[src/rtl/arb_mux_pkg.sv]
// Shared types and helpers for the round-robin arbitrating mux.
// The lock FSM states are only used when ARB_MUX_LOCK_EN is defined.
package arb_mux_pkg;

    localparam int unsigned ARB_MUX_MAX_N = 16;

    typedef enum logic {
        UNLOCKED = 1'b0,
        LOCKED   = 1'b1
    } lock_state_e;

    // First index to search after a grant at ptr, wrapping at n.
    function automatic int unsigned rr_next(input int unsigned ptr, input int unsigned n);
        return (ptr + 32'd1 >= n) ? 32'd0 : ptr + 32'd1;
    endfunction

endpackage

[src/rtl/rr_arbiter.sv]
// Combinational round-robin arbiter: searches req starting at ptr+1, or
// grants only force_idx when force_en is high.
module rr_arbiter
    import arb_mux_pkg::*;
#(
    parameter  int unsigned N      = 4,
    localparam int unsigned CHAN_W = $clog2(N)
) (
    input  logic [N-1:0]      req,
    input  logic [CHAN_W-1:0] ptr,
    input  logic              en,
    input  logic              force_en,
    input  logic [CHAN_W-1:0] force_idx,
    output logic [N-1:0]      gnt,
    output logic [CHAN_W-1:0] gnt_idx,
    output logic              any
);

    int unsigned w_start;

    assign w_start = rr_next(32'(ptr), N);

    always_comb begin
        int unsigned w_idx;
        gnt     = '0;
        gnt_idx = '0;
        any     = 1'b0;
        w_idx   = 0;
        if (en) begin
            if (force_en) begin
                if (req[force_idx]) begin
                    gnt[force_idx] = 1'b1;
                    gnt_idx        = force_idx;
                    any            = 1'b1;
                end
            end else begin
                for (int unsigned k = 0; k < N; k++) begin
                    w_idx = w_start + k;
                    if (w_idx >= N) begin
                        w_idx = w_idx - N;
                    end
                    if (!any && req[CHAN_W'(w_idx)]) begin
                        gnt[CHAN_W'(w_idx)] = 1'b1;
                        gnt_idx             = CHAN_W'(w_idx);
                        any                 = 1'b1;
                    end
                end
            end
        end
    end

endmodule

[src/rtl/rr_arb_mux.sv]
// N-channel round-robin arbitrating mux with a single registered output stage.
// Define ARB_MUX_LOCK_EN to hold the grant on one channel until its in_last beat.
module rr_arb_mux
    import arb_mux_pkg::*;
#(
    parameter  int unsigned N      = 4,
    parameter  int unsigned WIDTH  = 8,
    localparam int unsigned CHAN_W = $clog2(N)
) (
    input  logic                 clk,
    input  logic                 rst_n,
    input  logic [N-1:0]         in_valid,
    input  logic [N*WIDTH-1:0]   in_data,
    input  logic [N-1:0]         in_last,
    output logic [N-1:0]         in_ready,
    output logic                 out_valid,
    output logic [WIDTH-1:0]     out_data,
    output logic                 out_last,
    output logic [CHAN_W-1:0]    out_chan,
    input  logic                 out_ready
);

    logic                 r_out_valid;
    logic [WIDTH-1:0]     r_out_data;
    logic                 r_out_last;
    logic [CHAN_W-1:0]    r_out_chan;
    logic [CHAN_W-1:0]    r_ptr;

    logic                 w_ld;
    logic                 w_en;
    logic [N-1:0]         w_gnt;
    logic [CHAN_W-1:0]    w_gnt_idx;
    logic                 w_any;
    logic [WIDTH-1:0]     w_data;
    logic                 w_last;
    logic                 w_force_en;
    logic [CHAN_W-1:0]    w_force_idx;

    assign w_ld = !r_out_valid || out_ready;
    // Keeps in_ready low while reset is asserted, even with requests pending.
    assign w_en = w_ld && rst_n;

`ifdef ARB_MUX_LOCK_EN
    lock_state_e          r_lock_state;
    logic [CHAN_W-1:0]    r_lock_chan;

    always_ff @(posedge clk or negedge rst_n) begin
        if (!rst_n) begin
            r_lock_state <= UNLOCKED;
            r_lock_chan  <= '0;
        end else if (w_any) begin
            case (r_lock_state)
                UNLOCKED: begin
                    if (!w_last) begin
                        r_lock_state <= LOCKED;
                        r_lock_chan  <= w_gnt_idx;
                    end
                end
                LOCKED: begin
                    if (w_last) begin
                        r_lock_state <= UNLOCKED;
                    end
                end
                default: r_lock_state <= UNLOCKED;
            endcase
        end
    end

    assign w_force_en  = (r_lock_state == LOCKED);
    assign w_force_idx = r_lock_chan;
`else
    assign w_force_en  = 1'b0;
    assign w_force_idx = '0;
`endif

    rr_arbiter #(
        .N (N)
    ) u_arb (
        .req       (in_valid),
        .ptr       (r_ptr),
        .en        (w_en),
        .force_en  (w_force_en),
        .force_idx (w_force_idx),
        .gnt       (w_gnt),
        .gnt_idx   (w_gnt_idx),
        .any       (w_any)
    );

    // One-hot select keeps in_data off the in_ready path.
    always_comb begin
        w_data = '0;
        w_last = 1'b0;
        for (int unsigned i = 0; i < N; i++) begin
            if (w_gnt[i]) begin
                w_data = in_data[i*WIDTH +: WIDTH];
                w_last = in_last[i];
            end
        end
    end

    always_ff @(posedge clk or negedge rst_n) begin
        if (!rst_n) begin
            r_out_valid <= 1'b0;
            r_out_data  <= '0;
            r_out_last  <= 1'b0;
            r_out_chan  <= '0;
            r_ptr       <= CHAN_W'(N - 1);
        end else if (w_ld) begin
            r_out_valid <= w_any;
            if (w_any) begin
                r_out_data <= w_data;
                r_out_last <= w_last;
                r_out_chan <= w_gnt_idx;
                r_ptr      <= w_gnt_idx;
            end
        end
    end

    assign in_ready  = w_gnt;
    assign out_valid = r_out_valid;
    assign out_data  = r_out_data;
    assign out_last  = r_out_last;
    assign out_chan  = r_out_chan;

endmodule

[config.mk]
export PLATFORM = sky130hd
export DESIGN_NAME = rr_arb_mux
export DESIGN_NICKNAME = d
export VERILOG_FILES = /design/src/rtl/arb_mux_pkg.sv /design/src/rtl/rr_arbiter.sv /design/src/rtl/rr_arb_mux.sv
export SDC_FILE = /design/constraint.sdc
export NUM_CORES = 1
export LEC_CHECK = 0
export ABC_AREA = 1
export BUFFER_PORTS_ARGS = -buffer_cell sky130_fd_sc_hd__buf_2
export CORE_MARGIN = 2
export CORE_UTILIZATION = 54
export CTS_BUF_LIST = sky130_fd_sc_hd__clkbuf_2 sky130_fd_sc_hd__clkbuf_4 sky130_fd_sc_hd__clkbuf_8
export DETAILED_ROUTE_END_ITERATION = 10
export PLACE_DENSITY = 0.88
export SLEW_MARGIN = 20
export SYNTH_ARGS = -nofsm -noshare
export SYNTH_HDL_FRONTEND = slang
export SYNTH_SLANG_ARGS = --single-unit
[constraint.sdc]
create_clock -name clk -period 4.8 [get_ports clk]
set_input_delay 0.24 -clock clk [delete_from_list [all_inputs] [get_ports clk]]
set_output_delay 0.24 -clock clk [all_outputs]
set_load 0.005 [all_outputs]
After elaboration in Yosys (flattened, before gate mapping)
Cells that the tools add are included.
W data, S select, Z words.

cells by class
  add/sub/neg operators = 8
  bitwise gates (word level) = 3
  muxes and demuxes = 54
  reductions and logical operators = 14
  magnitude comparators = 13

operators with widths
  kind                     number
  $ge A32 B3 Y1 const B    4
  $add A32 B2 Y32 const B  2
  $add A32 B1 Y32 const B  1
  $mux W4                  8
  $mux W8                  4
  $mux W2                  13
  $mux W1                  20
  $lt A2 B3 Y1 const B     4
  $or A4 B4 Y4             3
  $bmux W1 S2              4
  $demux W1 S2             4
  $ge A2 B1 Y1 const B     4
  $logic_and A1 B1 Y1      8
  $sub A2 B1 Y2 const B    4
  $logic_not A1 Y1         4
  $add A2 B1 Y3 const B    1
  $ge A3 B3 Y1 const B     1
  $mux W3                  1
  $reduce_and A2 Y1        1
  $logic_or A1 B1 Y1       1

word-level totals
  word-level logic and storage cells = 97
  register bits after elaboration = 14

Longest topological paths before layout
Gate-level depths: netlist of run 1.

  word-level depth = 26
  mapped depth = 18

Cells and area by module
Synthesis of run 1 repeated with hierarchy kept, for this count alone.

unflattened totals
  cells, all modules = 270
  area total of the unflattened synthesis = 1626.6 µm²

modules (own cells, without submodules)
  module      times used  cells an instance  area an instance (µm²)  seq. area each (µm²)
  rr_arb_mux  1           139                928.4                   352.8
  rr_arbiter  1           131                698.2                   0.0

Least setup slack after synthesis of run 1
Ideal clock, no wire load.

  path kind = register to output
  start = register r_ptr[0]
  end = output in_ready[3]
  data required time = 4560 ps
  path slack = 2471 ps
  path buffers = 1
  arrival = 2089 ps
  stages on the path, launching flop included = 15
  path through = dfstp_2 inv_2 ha_1 nor2_1 inv_1 nand3_1 nand2_2 nor2_4 nand2_2 nor2_4 inv_2 o21ai_2 nand2_2 buf_6 inv_1

between the ends
  word-level cells in the longest chain between the ends = 22
  elaborated cells on any way between the ends = 73

RTL lines
  item                                                      RTL line           text
  start, declared                                           rr_arb_mux.sv:27   logic [CHAN_W-1:0] r_ptr;
  start signal, assigned                                    rr_arb_mux.sv:107  r_ptr <= CHAN_W'(N - 1);
  start signal, assigned                                    rr_arb_mux.sv:114  r_ptr <= w_gnt_idx;
  $add A2 B1 Y3 (*)                                         arb_mux_pkg.sv:14  return (ptr + 32'd1 >= n) ? 32'd0 : ptr + 32'd1;
  $ge A3 B3 Y1                                              arb_mux_pkg.sv:14
  $mux W3 (*)                                               arb_mux_pkg.sv:14
  branches (longest 17 deep; another with $add A32 B1 Y32)  --
  $mux W4 (*)                                               rr_arbiter.sv:42   if (!any && req[CHAN_W'(w_idx)]) begin
  $mux W4 (*)                                               rr_arbiter.sv:29   if (en) begin
  end, declared                                             rr_arb_mux.sv:15   output logic [N-1:0] in_ready,

Mark *: on every way between the ends. The select of a mux whose other input is x is not followed.

Worst setup path after layout of run 1
  start = register r_ptr[0]
  end = register r_out_data[6] (netlist: out_data[6])

between the ends
  word-level cells in the longest chain between the ends = 26
  elaborated cells on any way between the ends = 80

RTL lines
  item                                                      RTL line           text
  $add A2 B1 Y3 (*)                                         arb_mux_pkg.sv:14
  $ge A3 B3 Y1                                              arb_mux_pkg.sv:14
  $mux W3 (*)                                               arb_mux_pkg.sv:14
  branches (longest 23 deep; another with $add A32 B1 Y32)  --
  end signal, assigned                                      rr_arb_mux.sv:111  r_out_data <= w_data;
  end, declared                                             rr_arb_mux.sv:24   logic [WIDTH-1:0] r_out_data;

Marked as above.
A chain may end at the register's enable or synchronous reset.

==> flow_summary_export.csv, run 1 <==
group,metric,value,unit
timing,period_minus_slack,3.06,ns
route,routed.top_layer,"met4",
worst_setup_path,cp_slowest_stage_delay,0.65,ns
finish,area_growth,23.7,%
power,p_per_area,710,nW/um^2
route,drt_iter0_markers,84,
timing,max_freq,0.327,GHz
worst_setup_path,startpoint_type,"flop",
job,timing.max_cap.violations,0,
die,core,2500,um^2
route,via_per_inst,5.17,
hold_path,worstHoldPathType,"in -> reg",
synthesis,syn-mean-instance-area,6.01,um^2
route,num_vias,1690,
finish,stdcell_area,1780,um^2
grt,grt_util_all_layers,0.259,
worst_setup_path,crit_top_cell,"nand2_1",
worst_setup_path,ff2ff_setup_slack,1.74,ns
power,leakagePower,1.07,nW
die,rows,18,
place,hpwl,3000,um
route,wl_met3,230,um
route,drc,0,
place,gp_congestion,0.937,
timing,fin_setup_tns,0,ns
clock_network,cts_setup_buffers,0,
route,wl_met1,1760,um
grt,grt_start_max_net_pins,23,
synthesis,syn_area,1440,um^2
timing,clock_skew,0.00218,ns
worst_setup_path,arrival,3.23,ns
die,die_h,55.7,um
synthesis,synth_area_leader_cell,"nand2_1",
synthesis,yosys.area.top_type_share,0.221,
timing,max_slew_margin,0.402,
finish,fillers,219,
place,dpl_cell_area,1740,um^2
worst_setup_path,crit_path_max_fanout,11,
power,ir_worst_vdd,557,uV
die,die_w,55.7,um
worst_setup_path,timing.critical_path.required,4.97,ns
worst_setup_path,slowest_stage,"dfstp_2",
timing,finalCritPeriodShare,0.637,
clock_network,cts-root-buf,"clkbuf_4",
grt,antenna_found_initial,0,
clock_network,clock-sinks,14,
timing,hold_violations,0,
timing,rsz0062_at_grt,"no",
route,drtPass1Iterations,4,
timing,worst_pin_slew,0.891,ns
clock_network,path_clk_slew,0.08,ns
grt,grt_pass1_vias,1539,
clock_network,hold_buffers,1,
finish,nets,348,
timing,hold_slack,0.130,ns
synthesis,ys_ff_latch,14,
worst_setup_path,path_class,"reg -> reg",
die,dieArea,3100,um^2
die,io-pin-count,59,
worst_setup_path,worst-path-buf-inv,2,
route,wl_met2,1750,um
route,routed_wl,3820,um
synthesis,yosysSeqAreaShare,0.245,
synthesis,ys_types,25,
clock_network,worstSkewPairLatency,0.27,ns
route,wl_per_cell,11.7,um
finish,antenna_cells,0,
clock_network,cts_buffer_depth,2,
synthesis,yosysWarnings,0,
grt,grt_pass1_wl,6600,um
finish,drive_above_1_share,0.269,
run_status,status,"finished, final reports clean",
timing,setup_ws,1.74,ns
worst_setup_path,cp_cell_sequence,"inv_2 -> ha_1 -> nor2_1 -> inv_1 -> nand3_1 -> nand2_2 -> nand3_1 -> nand2_1 -> nor2_1 -> nand2_1 -> nand3_1 -> o21ai_0 -> nand2_1 -> nand2_1 -> nand2_1 -> nand2_1",
clock_network,numCtsBuffers,3,
place,post-place-ws,1.77,ns
clock_network,postCtsResizedCells,0,
grt,grt_overflow_total,0,
synthesis,syn-instance-count,240,
clock_network,htreeDepth,1,
clock_network,cts_tree,"built",
die,start_util,0.577,
worst_setup_path,cp_top_family,"simple AND/OR/NAND/NOR gates",
synthesis,synth_nets,290,
place,portBuffers,58,
route,antenna_left,0,
worst_setup_path,end_kind,"flop",
timing,setup_viol,0,
synthesis,synth_area_leaders,"nand2_1 (22%), dfrtp_1 (21%), nand3_1 (12%)",
timing,slew_violations,0,
metal layers:
layer	track usage	vias to the layer above
met5	0	-
met2	0.406	67
li1	-	871
met3	0.0186	10
met4	0.108	0
met1	0.368	742
report_power, final:
part	internal, mW	switching, mW
Combinational	0.325	0.626
Clock	0.0461	0.0370
Sequential	0.188	0.0435
Yosys cell counts, drive strengths merged:
cell type	number
a21oi	2
buf	4
clkbuf	2
dfrtp	12
dfstp	2
ha	7
inv	32
nand2	93
nand3	37
nand4	2
nor2	13
o211ai	2
o21ai	21
o22ai	1
or2	9
xor2	1
through the flow:
stage                      util  total power, mW  cells
after global routing      0.713             1.42    327
after global placement    0.695             1.16    322
after detailed placement  0.695             1.17    322
after floorplan               -            0.952    240
final                     0.713             1.27    327
after CTS                 0.713             1.26    327
placed cells by master, fill, tap and decap left out, drive strengths merged:
master and count:
nand3 37, or2 9, xor2 1, ha 7
o211ai 2, nand2 93, dfstp 2, inv 32
o22ai 1, nand4 2, clkbuf 4, nor2 13
buf 58, dfrtp 12, o21ai 21, dlygate4sd3 1
a21oi 2
kinds of logic after synthesis:
kind of cell | Yosys count | share of synthesized area
simple gates | 154 | 0.485
buf+inv | 38 | 0.106
compound gates | 26 | 0.0972
flops | 14 | 0.245
fa+ha+maj | 7 | 0.0608
xor+xnor | 1 | 0.00608
flip-flops by register name (all words and copies together) (netlist names):
signal	flops
out_data	8
out_chan	2
r_ptr	2
out_last	1
out_valid	1
worst paths after layout:
path / startpoint / end / cells past startpoint
max: r_ptr[0] / out_data[6] / 16
min: out_ready / out_valid / 2
max reg2reg: r_ptr[0] / out_data[6] / 16
min reg2reg: out_data[5] / out_data[5] / 2
max in group asynchronous: rst_n / r_ptr[1] / 2
min in group asynchronous: rst_n / out_data[5] / 2
area by class of cell:
class	count	area [um^2]	share of cell area
clock buffers	4	36.3	0.0204
inverters	32	120	0.0674
multi-input cells	188	936	0.525
flip-flops and latches	14	353	0.198
well taps	30	37.5	0.0211
repair buffers	59	300	0.168
Note: power is estimated with default switching activity, not from simulation.
==> run 2: changes to the inputs <==
- ABC_AREA: 1 -> 0
- CORE_UTILIZATION: 54 -> 46
- PLACE_DENSITY: 0.88 -> 0.79
- clock period: 4.8 -> 2.6 ns (I/O delays scaled with it)
==> run 2 against run 1 <==
The run now ends with setup timing left. Setup slack got worse by 1.8 ns. Final area rose by 33%. Clock-buffer cell count did not move. Synthesized cell count fell by 30%. Clock power rose by 87%. Sequential share of layout area fell by 5.0 points. Largest cell class unchanged. Highest routed layer unchanged.
==> flow_summary_export.csv, run 2 <==
group,metric,value,unit
synthesis,synth-main-ff-cell,"dfrtp_1",
worst_setup_path,path_class,"reg -> reg",
die,die_w,61.4,um
timing,fin_setup_tns,-0.144,ns
synthesis,syn-instance-count,169,
route,wl_met3,396,um
finish,drive_above_1_share,0.580,
die,die_h,61.4,um
power,p_per_area,1510,nW/um^2
die,dieArea,3770,um^2
die,core,3100,um^2
timing,clock_skew,0.00728,ns
clock_network,worstSkewPairLatency,0.28,ns
timing,rsz0062_at_grt,"yes",
synthesis,synth_area_leader_cell,"dfrtp_1",
finish,layout_commonest_cell,"buf_2",
clock_network,cts_buffer_depth,2,
worst_setup_path,startpoint_type,"flop",
power,leakagePower,1.06,nW
synthesis,syn_area,1520,um^2
worst_setup_path,arrival,2.87,ns
timing,slew_violations,0,
place,hpwl,3630,um
worst_setup_path,end_kind,"flop",
route,wl_met1,2390,um
synthesis,yosysSeqAreaShare,0.233,
route,drc,0,
route,wl_met2,2670,um
place,gp_congestion,0.919,
job,timing.max_cap.violations,0,
grt,grt_overflow_total,0,
synthesis,synth_edf_count,0,
timing,hold_slack,0.118,ns
finish,stdcell_area,2380,um^2
finish,seq_area,353,um^2
synthesis,yosys.area.top_type_share,0.198,
place,place_inst,287,
finish,multi_input_area,1220,um^2
route,routed.top_layer,"met4",
place,dpl_cell_area,2040,um^2
finish,area_growth,57.0,%
grt,antenna_found_initial,0,
timing,worst_pin_slew,0.563,ns
hold_path,worstHoldPathType,"in -> reg",
synthesis,synthArstFlopShare,1.00,
clock_network,cts-root-buf,"clkbuf_4",
clock_network,path_clk_slew,0.09,ns
timing,max_freq,0.375,GHz
power,total_power,3.60,mW
route,routed_wl,5500,um
timing,period_minus_slack,2.67,ns
run_status,violations,"setup timing",
synthesis,syn-mean-instance-area,8.97,um^2
clock_network,numCtsBuffers,3,
grt,grt_pass1_wl,7400,um
power,ir_worst_vdd,761,uV
timing,hold_violations,0,
route,via_per_inst,6.13,
synthesis,synth_nets,219,
timing,finalCritPeriodShare,1.03,
synthesis,ys_types,49,
synthesis,synth_common_cells,"o21ai_1 (14), dfrtp_1 (12)",
synthesis,yosysWarnings,0,
finish,fillers,233,
die,rows,20,
place,portBuffers,58,
run_status,status,"finished, violations left",
synthesis,synth_area_leaders,"dfrtp_1 (20%), o311a_1 (5.9%), a32oi_1 (5.8%)",
worst_setup_path,timing.critical_path.required,2.80,ns
grt,grt_pass1_vias,1612,
route,num_vias,1875,
clock_network,cts_tree,"built",
timing,setup_viol,4,
route,wl_per_cell,18.0,um
die,start_util,0.488,
finish,fin_cells,306,
timing,setup_ws,-0.0663,ns
synthesis,yosysMostFrequentCell,"o21ai_1",
route,drtPass1Iterations,4,
route,antenna_left,0,
finish,final_cell_mix,"buf_2 (58), buf_4 (36), o21ai_1 (12), dfrtp_1 (12)",
clock_network,clock-sinks,14,
route,drt_iter0_markers,147,
clock_network,htreeDepth,1,
timing,max_slew_margin,0.624,
synthesis,ys_ff_latch,14,
worst_setup_path,crit_path_max_fanout,8,
finish,largest_reg_flops,8,
finish,antenna_cells,0,
die,io-pin-count,59,
grt,grt_start_max_net_pins,20,
grt,grt_util_all_layers,0.261,
finish,nets,313,
-- run 2: cell count changes after synthesis, moves of 4 or more --
cell      change
nand2_2       -8
nand3_1      -31
nand2_1      -76
o311a_1       +9
o21ai_0       -5
a32oi_1      +10
buf_6         +5
o221ai_1     +10
o21ai_1       +9
o211ai_1      +7
and2_1        +4
inv_1        -25
or2_0         -9
-- run 2: path summary, 6_finish.rpt --
| check | start | end | slack [ns] | cells after the start |
|---|---|---|---|---|
| max | r_ptr[0] | out_data[2] | -0.07 | 11 |
| max reg2reg | r_ptr[0] | out_data[2] | -0.07 | 11 |
| max in group asynchronous | rst_n | out_chan[0] | 1.25 | 3 |
| min in group asynchronous | rst_n | r_ptr[1] | 0.37 | 2 |
| min | in_data[25] | out_data[1] | 0.12 | 3 |
| min reg2reg | out_chan[1] | out_chan[1] | 0.50 | 1 |
-- run 2: critical path, stage by stage, from the launching register on --
cell and delay [ns]:
dfstp_2 0.43, ha_4 0.21, or3b_4 0.40, buf_4 0.15, and4_1 0.21, a32o_1 0.24
nor2_2 0.15, o21a_1 0.19, buf_12 0.12, buf_4 0.16, o221ai_1 0.16, o21ai_1 0.18
-- run 2: per-stage QoR --
step / worst slack [ns] / util
6_report: -0.0663 / 0.767
5_1_grt: -0.156 / 0.767
4_1_cts: -0.0252 / 0.690
3_5_place_dp: -0.0868 / 0.658
3_3_place_gp: -0.0147 / 0.658
2_1_floorplan: 0.0473 / -
-- run 2: what timing repair did --
item / CTS / global route
pin swaps: 1 / 24
hold endpoints to repair: 12 / 0
endpoints found under the setup margin: 13 / 13
buffers inserted: 0 / 12
cloned: 0 / 1
gates resized for setup: 8 / 46
hold buffers: 2 / 0
-- run 2: where the power goes --
group	internal, mW	switching [mW]	total, mW
combinational	1.53	1.51	3.04
sequential	0.331	0.0772	0.408
clock	0.0851	0.0695	0.155
-- run 2: per-layer routing --
metal  vias to the layer above  track usage
met4                         0       0.0365
li1                        882            -
met1                       910        0.383
met2                        79        0.424
met3                         4       0.0315
met5                         -            0
-- run 2: logic make-up (layout without fill, tap and decap cells) --
group                      Yosys count  count (layout)  share of synthesized area
muxes                                4               4                     0.0306
adders and majority gates            7               7                     0.0578
AOI/OAI and AO/OA                   81              81                      0.426
DFF                                 14              14                      0.233
and+or+nand+nor                     42              42                      0.159
buffers and inverters               20             113                     0.0883
xor gates and xnor gates             1               1                    0.00578
-- run 2: final cells by class --
cell class                 instances  share of cell area
clock buffer                       4              0.0153
tap                               44              0.0231
inverter                           6             0.00947
sequential                        14               0.148
timing repair buffer             103               0.292
multi-input combinational        135               0.512
==> run 3: changes to the inputs <==
- SETUP_SLACK_MARGIN: unset -> 0.5
==> run 3 against run 2 <==
The flow still finishes with violations (setup timing). Global-route usage up 7.5 points. Core utilization up 9.8 points. Wire length up 34%. Clock power up 6%. Critical endpoint is now out_data[7]. Largest power group unchanged. Highest routed layer unchanged.
==> flow_summary_export.csv, run 3 (synthesis results as in run 2) <==
group,metric,value,unit
timing,slew_violations,0,
route,drc,0,
clock_network,numCtsBuffers,3,
finish,area_growth,77.0,%
job,timing.max_cap.violations,0,
run_status,status,"finished, violations left",
power,p_switching,2.07,mW
clock_network,cts_tree,"built",
grt,grt_pass1_wl,9190,um
worst_setup_path,arrival,2.88,ns
power,pwr-share-comb,0.869,
clock_network,path_clk_slew,0.10,ns
finish,final_cell_mix,"buf_2 (57), buf_4 (27), dfrtp_1 (12)",
place,portBuffers,58,
power,ir_worst_vdd,905,uV
clock_network,cts_buffer_depth,2,
power,p_per_area,1620,nW/um^2
place,gp_congestion,0.902,
worst_setup_path,startpoint,"r_ptr[0]",
hold_path,worstHoldPathType,"in -> reg",
worst_setup_path,crit_path_max_fanout,8,
power,p_int,2.28,mW
timing,setup_ws,-0.111,ns
finish,multi_input_area,1370,um^2
run_status,violations,"setup timing",
place,place_inst,277,
timing,rsz0062_at_grt,"yes",
worst_setup_path,timing.critical_path.required,2.77,ns
power,leakagePower,1.15,nW
die,io-pin-count,59,
timing,max_slew_margin,0.535,
die,start_util,0.488,
worst_setup_path,ff2ff_setup_slack,-0.11,ns
timing,period_minus_slack,2.71,ns
die,die_h,61.4,um
place,hpwl,3650,um
timing,max_freq,0.369,GHz
power,p_seq_frac,0.093,
finish,fin_cells,309,
power,switching_share,0.475,
route,wl_per_cell,23.8,um
grt,grt_start_max_net_pins,20,
finish,seq_area,353,um^2
die,core,3100,um^2
timing,worst_pin_slew,0.693,ns
grt,grt_overflow_total,0,
die,rows,20,
route,via_per_inst,6.78,
worst_setup_path,r2r_start,"r_ptr[0]",
finish,drive_above_1_share,0.626,
worst_setup_path,timing.rr.end,"out_data[7]",
clock_network,htreeDepth,1,
route,drtPass1Iterations,6,
worst_setup_path,path_class,"reg -> reg",
worst_setup_path,endpoint,"out_data[7]",
timing,finalCritPeriodShare,1.04,
finish,antenna_cells,0,
clock_network,worstSkewPairLatency,0.30,ns
power,p_clk_frac,0.038,
route,num_vias,2094,
die,die_w,61.4,um
grt,grt_util_all_layers,0.336,
route,routed_wl,7340,um
route,drt_iter0_markers,266,
finish,largest_reg_flops,8,
timing,hold_violations,0,
worst_setup_path,startpoint_type,"flop",
timing,setup_viol,13,
grt,grt_pass1_vias,1855,
route,antenna_left,0,
worst_setup_path,end_kind,"flop",
finish,nets,316,
clock_network,cts-root-buf,"clkbuf_4",
timing,clock_skew,0.0182,ns
die,dieArea,3770,um^2
clock_network,clock-sinks,14,
finish,layout_commonest_cell,"buf_2",
finish,fillers,165,
worst_setup_path,r2r_cells,12,
grt,antenna_found_initial,0,
timing,fin_setup_tns,-0.895,ns
## run 3: changes by cell type in the layout (fill, tap and decap cells not counted), sizes merged
cell    previous run  this run
clkinv             0         1
buf              101       103
inv                6         5
bufbuf             0         1
## run 3: worst min-delay path by stage
stage,startpoint,cells after the start,to
2_1_floorplan,rst_n,0,out_chan[0]
3_3_place_gp,rst_n,1,out_data[3]
5_1_grt,in_data[29],3,out_data[5]
6_report,in_data[29],3,out_data[5]
4_1_cts,in_data[29],3,out_data[5]
3_5_place_dp,rst_n,1,out_data[5]
## run 3: cell type report
class                   instances  area share
multi-input cells             135       0.511
inverters                       6      0.0121
clock buffers                   4      0.0135
well taps                      44      0.0205
repair buffers                106       0.311
flip-flops and latches         14       0.132
## run 3: power groups by stage
stage	clock, mW	sequential [mW]	combinational [mW]
6_report	0.164	0.404	3.78
5_1_grt	0.176	0.411	3.93
4_1_cts	0.159	0.397	3.21
3_5_place_dp	0	0.407	2.40
3_3_place_gp	0	0.403	2.37
2_1_floorplan	0	0.407	1.73
## run 3: through the flow
stage | hold slack [ns] | area (um^2) | util | total power, mW | setup slack, ns
after floorplan | -0.166 | 1660 | - | 2.13 | 0.188
after global placement | 0.0482 | 2080 | 0.670 | 2.77 | 0.0221
after detailed placement | 0.0496 | 2080 | 0.670 | 2.81 | -0.0321
after CTS | 0.118 | 2540 | 0.817 | 3.77 | -0.00258
after global routing | 0.108 | 2680 | 0.865 | 4.52 | -0.245
final | 0.113 | 2680 | 0.865 | 4.35 | -0.111
## run 3: metal layers
layer / GRT usage / up-vias / share of wire / routed length (um)
met4: 0.106 / 0 / 0.052 / 385
li1: - / 889 / - / -
met2: 0.573 / 178 / 0.48 / 3550
met5: 0 / - / 0 / 0
met3: 0.0735 / 47 / 0.10 / 750
met1: 0.425 / 980 / 0.36 / 2650
## run 3: critical path: stages, from the launching register on
cell and delay (ns):
dfstp_2 0.40, buf_6 0.13, buf_8 0.13, or3b_4 0.42, and2_4 0.18, o32ai_4 0.27, buf_6 0.15, nand3_1 0.09
a21o_1 0.23, buf_12 0.15, buf_4 0.16, o221ai_2 0.19, o21ai_2 0.09
## run 3: repair_timing
action / 4_1_cts / 5_1_grt
hold buffers: 2 / 0
pin swaps: 35 / 14
hold endpoints to repair: 12 / 0
resized for setup: 32 / 28
gates cloned: 3 / 0
buffers inserted: 18 / 5
setup endpoints to repair: 18 / 18
